## src/rtl/regfile_sb.sv

```systemverilog
// Register file with scoreboard: two combinational read ports, one write port,
// per-register pending bits with a registered pending count and a stall (Hazard) flag.
// Optional write-to-read bypass is compiled in when REGFILE_BYPASS_EN is defined.
module regfile_sb #(
    parameter int unsigned DATA_W   = 16,
    parameter int unsigned ADDR_W   = 4,
    parameter bit          ZERO_REG = 1'b0
) (
    input  logic              clk,
    input  logic              rst,
    input  logic [ADDR_W-1:0] AReg,
    input  logic [ADDR_W-1:0] BReg,
    output logic [DATA_W-1:0] Aout,
    output logic [DATA_W-1:0] Bout,
    input  logic              WE,
    input  logic [ADDR_W-1:0] WriteReg,
    input  logic [DATA_W-1:0] WriteData,
    input  logic              IssueV,
    input  logic [ADDR_W-1:0] IssueReg,
    output logic              Hazard,
    output logic [ADDR_W:0]   PendCnt,
    input  logic [ADDR_W-1:0] DbgSel,
    output logic [DATA_W-1:0] DbgOut
);

    localparam int unsigned DEPTH = 1 << ADDR_W;
    localparam int unsigned CNT_W = ADDR_W + 1;

    logic [DATA_W-1:0] mem [DEPTH];
    logic [DEPTH-1:0]  pending;
    logic [DEPTH-1:0]  pending_nxt;
    logic [CNT_W-1:0]  pend_cnt_nxt;
    logic              we_eff;
    logic              issue_eff;
    logic              hit_a;
    logic              hit_b;
    logic [DATA_W-1:0] stored_a;
    logic [DATA_W-1:0] stored_b;
    logic [DATA_W-1:0] stored_dbg;

    // Index 0 is architecturally zero only when ZERO_REG is set.
    function automatic logic is_zero_idx(input logic [ADDR_W-1:0] idx);
        return ZERO_REG && (idx == '0);
    endfunction

    assign we_eff    = WE && !is_zero_idx(WriteReg);
    assign issue_eff = IssueV && !is_zero_idx(IssueReg);

    // Writeback clears first so a same-cycle issue to the same index wins.
    always_comb begin
        pending_nxt = pending;
        if (we_eff) begin
            pending_nxt[WriteReg] = 1'b0;
        end
        if (issue_eff) begin
            pending_nxt[IssueReg] = 1'b1;
        end
    end

    assign pend_cnt_nxt = CNT_W'($countones(pending_nxt));

    always_ff @(posedge clk) begin
        if (rst) begin
            pending <= '0;
            PendCnt <= '0;
            for (int unsigned i = 0; i < DEPTH; i++) begin
                mem[ADDR_W'(i)] <= '0;
            end
        end else begin
            pending <= pending_nxt;
            PendCnt <= pend_cnt_nxt;
            if (we_eff) begin
                mem[WriteReg] <= WriteData;
            end
        end
    end

    assign stored_a   = is_zero_idx(AReg)   ? '0 : mem[AReg];
    assign stored_b   = is_zero_idx(BReg)   ? '0 : mem[BReg];
    assign stored_dbg = is_zero_idx(DbgSel) ? '0 : mem[DbgSel];

`ifdef REGFILE_BYPASS_EN
    assign hit_a = we_eff && (WriteReg == AReg);
    assign hit_b = we_eff && (WriteReg == BReg);
`else
    assign hit_a = 1'b0;
    assign hit_b = 1'b0;
`endif

    assign Aout   = hit_a ? WriteData : stored_a;
    assign Bout   = hit_b ? WriteData : stored_b;
    assign DbgOut = stored_dbg;

    // A bypassed operand is satisfied this cycle even though its pending bit is still set.
    assign Hazard = (pending[AReg] && !hit_a) || (pending[BReg] && !hit_b);

endmodule

```

## config.mk

```make
export PLATFORM = sky130hd
export DESIGN_NAME = regfile_sb
export DESIGN_NICKNAME = d
export VERILOG_FILES = /design/src/rtl/regfile_sb.sv
export SDC_FILE = /design/constraint.sdc
export NUM_CORES = 1
export LEC_CHECK = 0
export CORE_MARGIN = 10
export CORE_UTILIZATION = 60
export DETAILED_ROUTE_END_ITERATION = 16
export GPL_ROUTABILITY_DRIVEN = 1
export PLACE_DENSITY = 0.92
export SLEW_MARGIN = 10
export SYNTH_ARGS = -nofsm -noshare
export SYNTH_HDL_FRONTEND = slang
export SYNTH_SLANG_ARGS = --single-unit
export TNS_END_PERCENT = 20
```

## constraint.sdc

```tcl
create_clock -name clk -period 10.4 [get_ports clk]
set_clock_uncertainty 0.05 [all_clocks]
set_input_delay 1.04 -clock clk [delete_from_list [all_inputs] [get_ports clk]]
set_output_delay 1.04 -clock clk [all_outputs]
set_load 0.02 [all_outputs]
```

# Yosys cells after proc, flatten, opt, wreduce, memory -nomap -nowiden
# Memory sizes are Yosys's and may differ from the RTL's.
# Index checks and enable logic that the tools add are counted.
# classes
n_addsub	15
n_lt_le_gt_ge	6
n_mux	18
n_bitwise	3
reduce_logical	4
# op_table
cell	n
2-to-1 mux 16 bit	3
less-than comparator 4 x 5 -> 1 bit, second input constant	4
adder 1 x 1 -> 2 bit	8
bitwise AND 16 bit	1
NOT 16 bit	1
OR 16 bit	1
OR reduction 16 bit	1
adder 2 x 2 -> 3 bit	4
2-to-1 mux 1 bit	10
adder 3 x 3 -> 4 bit	2
binary-select mux 1 bit (select 4 bit)	2
demux 1 bit (select 4 bit)	2
>= comparator 4 x 1 -> 1 bit, second input constant	2
adder 4 x 4 -> 5 bit	1
2-to-1 mux 4 bit	1
logical AND 1 bit	2
logical OR 1 bit	1
# word_totals
register_bits	21
ram_bits	256
inputBits	40
elab_cells	49
n_memories	1
# memory_table
memory	words	width	read_ports	rd_clocked_by_memory_dff	wr	line_no	rtl
mem	16	16	3	0	16	29	logic [DATA_W-1:0] mem [DEPTH];

# Depth between registers and ports, before layout
# Gate-level depths: netlist of the first run.
# logic_depth
ltp_word	13
depth_mapped	17
depth_no_buf	16

# Worst setup path after synthesis of the first run
# No wires, ideal clock.
# synth_timing
kind	input to register
from	input WriteReg[3]
to	register PendCnt[4]
arrival_ns	4.758
required_ns	10.270
setup_slack_ns	5.512
cell_stages	17
path_cell_list	clkbuf_1 -> nor3b_1 -> nand3_1 -> a32oi_1 -> fa_1 -> inv_1 -> fa_1 -> fa_1 -> inv_1 -> fa_1 -> inv_1 -> ha_1 -> inv_1 -> fa_1 -> inv_1 -> a21oi_1 -> nor3b_1
# synth_via
elab_chain_cells	13
word_cells_on_any_way	25
# synth_rtl
item	line_no	rtl
from (decl)	16	input logic [ADDR_W-1:0] WriteReg,
less-than comparator 4 x 5 -> 1 bit (implied by the code) or >= comparator 4 x 1 -> 1 bit (tied branches)	53	pending_nxt[WriteReg] = 1'b0;
logical AND 1 bit (implied by the code)	53	
2-to-1 mux 1 bit (implied by the code)	53	
demux 1 bit (select 4 bit) *	53	
NOT 16 bit (no source line) *	--	
bitwise AND 16 bit (no source line) *	--	
2-to-1 mux 16 bit *	52	if (we_eff) begin
OR 16 bit (no source line)	--	
2-to-1 mux 16 bit *	55	if (issue_eff) begin
adder 1 x 1 -> 2 bit (implied by the code)	60	assign pend_cnt_nxt = CNT_W'($countones(pending_nxt));
adder 2 x 2 -> 3 bit (implied by the code)	60	
adder 3 x 3 -> 4 bit (implied by the code)	60	
adder 4 x 4 -> 5 bit (implied by the code) *	60	
to (signal assigned)	71	PendCnt <= pend_cnt_nxt;
to (decl)	21	output logic [ADDR_W:0] PendCnt,
# Every way passes the cells marked *; elsewhere a longest branch is shown, timed or not.
# A chain may end at the register's enable or synchronous reset.

# Worst setup path after layout of the first run
# Same ends and word-level chain as after synthesis.

==> results of run 1 <==
## synth_stat cells (3+ instances only)
library cell and number:
nand2_1 16, and2_1 257, mux2i_1 3, buf_4 6, nor3b_1 3, a32oi_1 3, clkbuf_1 49, and3_1 3
nor3_1 4, edfxtp_1 256, inv_1 15, a22o_1 7, buf_8 4, ha_1 5, buf_6 4, mux4_2 248
nand2b_1 19, nor2b_1 13, buf_1 15, dfxtp_1 21, nand3_1 5, nor2_1 27, buf_2 17, fa_1 10
a22oi_1 5
## worst min path at each step
stage,start,endpoint,slack (ns),cells past startpoint
floorplan,pending[3]$_SDFF_PP0_,pending[3]$_SDFF_PP0_,0.46,2
global placement,pending[15]$_SDFF_PP0_,pending[15]$_SDFF_PP0_,0.52,2
detailed placement,pending[11]$_SDFF_PP0_,pending[11]$_SDFF_PP0_,0.53,2
CTS,pending[11]$_SDFF_PP0_,pending[11]$_SDFF_PP0_,0.55,2
global route,pending[11]$_SDFF_PP0_,pending[11]$_SDFF_PP0_,0.59,2
finish,pending[11]$_SDFF_PP0_,pending[11]$_SDFF_PP0_,0.55,2
## power breakdown
group / switching, mW / internal (mW)
Sequential: 0.0501 / 1.28
Combinational: 0.257 / 0.265
Clock: 0.436 / 0.584
Total: 0.743 / 2.13
## area by class of cell
class | count | area [um^2]
inverters | 15 | 56.30
well taps | 378 | 473.0
flip-flops and latches | 277 | 8108
fillers | 1696 | 8806
clock inverters | 19 | 171.4
repair buffers | 120 | 1101
diodes | 4 | 10.01
clock buffers | 34 | 744.5
multi-input cells | 641 | 8235
## registers in the layout, indices dropped and copies added, names as in the netlist
register and flops:
mem 256, PendCnt 5, pending 16
## stage by stage
stage          utilization (%)  setup WS [ns]
3_3_place_gp             64.87          4.662
5_1_grt                  68.20          4.823
4_1_cts                  68.18          5.046
2_1_floorplan                -          5.512
6_report                 68.22          5.046
3_5_place_dp             64.87          4.498
## layer usage
metal	GRT usage (%)	vias up
li1	-	4216
met1	34.24	5492
met2	45.80	1039
met3	8.315	238
met4	15.69	0
met5	0	-
## worst max-delay path, cell delays in order
cell and delay (ns):
clkdlybuf4s50_1 0.88, and3_1 0.35, nand3_1 0.13, a32oi_1 0.32, fa_1 0.47, inv_1 0.07, fa_1 0.45, fa_1 0.55
inv_1 0.05, fa_1 0.42, inv_1 0.07, ha_1 0.16, inv_1 0.06, fa_1 0.45, inv_1 0.07, a21oi_1 0.05
nor3b_1 0.18
## logic make-up after synthesis
group | synth area share, %
flip-flops | 48.26
AO/OA/AOI/OAI | 0.9832
AND/OR/NAND/NOR | 12.43
multiplexers | 33.49
XOR/XNOR | 0.1043
adder cells (fa/ha/maj) | 1.564
buffers and inverters | 3.165
==> impl_metrics.toml, run 1 <==
[job]
max_cap_viol_count = 0

[yosys]
synth_edf_count = 256
synth_top_area_share_pct = 45.76
ys.flop_type = "edfxtp_1"
synth_top_area_cell = "edfxtp_1"
syn-num-nets = 1083
async_flop_share_pct = 0
synth_area_mm2 = 0.01680
synth_cell_types = 34
synth.avg_cell_area_um2 = 16.34
ys_ff_latch = 277
synthTopCellsByArea = "edfxtp_1 46%, mux4_2 33%, and2_1 9.6%, dfxtp_1 2.5%, fa_1 1.2%"
syn_inst = 1028
seq_area_frac_synth_pct = 48.26
synth_warnings = 0

[pwr]
peakVddDrop_mv = 0.1052
p_leak_nw = 6.421
p_per_area_mw_per_mm2 = 152.2
p_total_mw = 2.876

[floorplan]
num_rows = 61
die_y_um = 187.3
io_pins = 94
die_area_mm2 = 0.03509
start_util_pct = 60.64
dieWidth_um = 187.3
coreArea_mm2 = 0.02771

[global_route]
grt_first_pass_wirelength_mm = 74.68
overflow = 0
antenna_found_initial = 2
grt_usage_pct = 28.53
grt_pass1_vias = 11530
grt_max_degree = 68

[clock_tree]
cts_root_buf = "clkbuf_16"
path_clk_slew_ns = 0.06
clkSinkCount = 277
clkLatencyLatePin_ns = 0.56
holdBufCountCts = 0
clk_path_buf_depth = 3
post_cts_resized = 0
cts_setup_buffers = 0
cts_tree = "built"
htreeDepth = 1
cts_buffers = 29

[sta]
tightest_slew_ns = 1.252
fin_crit_sh_pct = 51.48
fin_hold_ws_ns = 0.5530
rsz0062_at_grt = "no"
max_slew_margin_pct = 16.44
fin_crit_ns = 5.354
tns_ns = 0
maxSlewViolCount = 0
setup_viol = 0
hold_viol_final = 0
fmax_ghz = 0.1868

[layout]
layout_commonest_cell = "and2_1"
drive_above_1_share_pct = 30.65
final_cell_count_no_fill = 1488
final_cell_area_mm2 = 0.01890
final_cell_mix = "257 x and2_1, 256 x edfxtp_1, 248 x mux4_2, 85 x clkdlybuf4s50_1, 30 x buf_4"
final_nets = 1139
area_growth_syn_to_layout_pct = 12.50

[routing]
dr.first_iter.drc_count = 1841
m1WireLength_mm = 15.70
dr_wl_met2_mm = 24.42
wl_met3_mm = 7.434
drt-total-wl_mm = 50.51
viasPerCell = 7.382
wl_per_cell_um = 33.94
drc_errors = 0
ant_nets = 0
drt_pre_antenna_iters = 5
num_vias = 10990
top_layer = "met4"

[outcome]
outcome = "finished, final reports clean"

[setup_path]
cp_max_fo = 11
r2r-end = "PendCnt[4]$_SDFF_PP0_"
cp-startpoint = "WriteReg[3]"
cp.required_ns = 10.82
critPathKind = "primary input to register"
worst_setup_path_start_kind = "primary input"
arrival_ns = 5.78
r2r_cells = 14
rr_startpoint = "pending[15]$_SDFF_PP0_"
rrSetupSlack_ns = 6.61
critical_path.endpoint = "PendCnt[4]$_SDFF_PP0_"
cp-end-kind = "register"

[min_path]
hold_path_class = "register to register"

[placement]
dp_hpwl_mm = 28.69
placedCellCount = 1431
gp_congestion = 0.8940
dpl-instance-area_mm2 = 0.01797
io_buffers = 93
(Power assumes the default switching activity.)
==> inputs of run 2 (changes only) <==
- CORE_UTILIZATION: 60 -> 55
- PLACE_DENSITY: 0.92 -> 0.89
- clock period: 10.4 -> 4.45 ns (I/O delays scaled with it)
==> run 2 against run 1 <==
- global-route usage is 1.9 points lower
- sequential share of layout area decreased by 1.4 points
- clock power increased to 2.5 times the previous value
- sequential cell count did not move
- total power is 140% higher
- die area up 8.1%
- worst setup slack worse by 4.8 ns
- non-clock buffer count rose by 60
- sequential power increased by 130%
- clock-buffer cell count is the same
==> impl_metrics.toml, run 2 (synthesis results as in run 1) <==
[global_route]
overflow = 0
grt_usage_pct = 26.58
grt_pass1_vias = 11780
grt_first_pass_wirelength_mm = 76.16
grt_max_degree = 39
antenna_found_initial = 4

[layout]
fillers = 1915
area_growth_syn_to_layout_pct = 16.16
top_register = "mem"
multi_input_area_mm2 = 0.008223
layout_commonest_cell = "and2_1"
final_nets = 1199
drive_above_1_share_pct = 33.96
largest_reg_flops = 256
area.sequential_mm2 = 0.008108
final_cell_mix = "257 x and2_1, 256 x edfxtp_1, 248 x mux4_2, 83 x buf_4, 82 x clkdlybuf4s50_1"
top_regs = "mem x256, pending x16, PendCnt x5"

[routing]
drc_errors = 0
wl_per_cell_um = 32.71
dr.first_iter.drc_count = 1866
viasPerCell = 7.144
drt_pre_antenna_iters = 8
ant_nets = 0
num_vias = 11140
drt-total-wl_mm = 50.99

[setup_path]
worst_setup_path_start_kind = "primary input"
max_stage_delay_ns = 0.60
cp-end-kind = "register"
critPathBufInv = 6
path_cells = "clkdlybuf4s50_1 -> nor3b_1 -> a22oi_1 -> fa_1 -> inv_1 -> fa_1 -> fa_1 -> inv_1 -> fa_1 -> inv_1 -> ha_1 -> inv_1 -> fa_1 -> inv_1 -> a21oi_1 -> nor3b_1"
slowest_stage = "clkdlybuf4s50_1"
crit_cells = 16
arrival_ns = 4.60
cp_max_fo = 8
cpLargestDelayFamily = "adder cells"
r2r_cells = 14
cp.required_ns = 4.88
critPathKind = "primary input to register"

[min_path]
hold_depth = 2
hold_path_class = "register to register"

[placement]
pre_cts_ws_ns = -0.4540
dp_hpwl_mm = 32.04
io_buffers = 93
gp_congestion = 0.9142

[clock_tree]
holdBufCountCts = 0
cts_root_buf = "clkbuf_16"
clkLatencyLatePin_ns = 0.56
clk_path_buf_depth = 3
path_clk_slew_ns = 0.06
cts_buffers = 29
cts_tree = "built"
htreeDepth = 1
clkSinkCount = 277

[sta]
max_slew_margin_pct = 25.12
hold_viol_final = 0
maxSlewViolCount = 0
fin_crit_ns = 4.175
fmax_ghz = 0.2395
rsz0062_at_grt = "no"
worst_slack_ns = 0.2753
fin_crit_sh_pct = 93.81
setup_viol = 0
fin_hold_ws_ns = 0.5374
tightest_slew_ns = 1.119

[floorplan]
io_pins = 94
coreArea_mm2 = 0.02987
die_area_mm2 = 0.03794
dieWidth_um = 194.8
num_rows = 63
start_util_pct = 56.23
die_y_um = 194.8

[job]
max_cap_viol_count = 0

[pwr]
p_total_mw = 6.925
p_leak_nw = 6.815
p_per_area_mw_per_mm2 = 354.8
peakVddDrop_mv = 0.3063

[outcome]
outcome = "finished, final reports clean"
run 2: cell count changes in the layout (fill, tap and decap cells not counted), sizes merged:
cell / delta
buf: +60
bufinv: +3
clkdlybuf4s50: -3
clkinv: -1
clkinvlp: -1
diode: -1
dlymetal6s2s: +3
inv: -1
run 2: tightest hold or removal path, stage by stage (launching register included):
cell     delay, ns
dfxtp_1       0.36
a32oi_2       0.09
nor2_1        0.10
run 2: path summary, 6_finish.rpt:
check,from,endpoint,slack (ns)
worst max register to register,pending[13]$_SDFF_PP0_,PendCnt[4]$_SDFF_PP0_,0.68
worst min register to register,pending[11]$_SDFF_PP0_,pending[11]$_SDFF_PP0_,0.54
worst min-delay path,pending[11]$_SDFF_PP0_,pending[11]$_SDFF_PP0_,0.54
worst max-delay path,IssueReg[1],PendCnt[4]$_SDFF_PP0_,0.28
run 2: power breakdown:
group	total (mW)	switching (mW)	internal, mW	leakage (nW)
clock	2.55	1.02	1.53	0.485
combinational	1.26	0.610	0.647	3.71
sequential	3.12	0.117	3.00	2.62
total	6.92	1.74	5.18	6.82
run 2: layout make-up:
type                            count  area share (%)
Clock buffer                       34           3.815
Timing Repair Buffer              180           8.438
Inverter                           15          0.2885
Tap cell                          390           2.500
Multi-Input combinational cell    641           42.14
Clock inverter                     19           1.237
Antenna cell                        3         0.03847
Sequential cell                   277           41.55
run 2: layer usage:
layer	vias to the layer above	share of wire (%)	GRT usage [%]
met4	2	5.7	13.92
met3	214	14	6.643
met2	1006	49	42.94
met1	5588	31	32.57
li1	4328	-	-
met5	-	0.025	0
run 2: through the flow:
| stage | cells | setup TNS (ns) | cell area (um^2) | util [%] |
|---|---|---|---|---|
| 2_1_floorplan | 1028 | 0 | 16800 | - |
| 3_3_place_gp | 1500 | -1.145 | 18460 | 61.80 |
| 3_5_place_dp | 1500 | -1.444 | 18460 | 61.80 |
| 4_1_cts | 1553 | 0 | 19450 | 65.10 |
| 5_1_grt | 1559 | 0 | 19520 | 65.32 |
| 6_report | 1559 | 0 | 19520 | 65.32 |
run 2: what timing repair did:
| action | CTS | global route |
|---|---|---|
| buffers inserted | 0 | 3 |
| endpoints found under the setup margin | 0 | 3 |
| gates resized for setup | 0 | 9 |
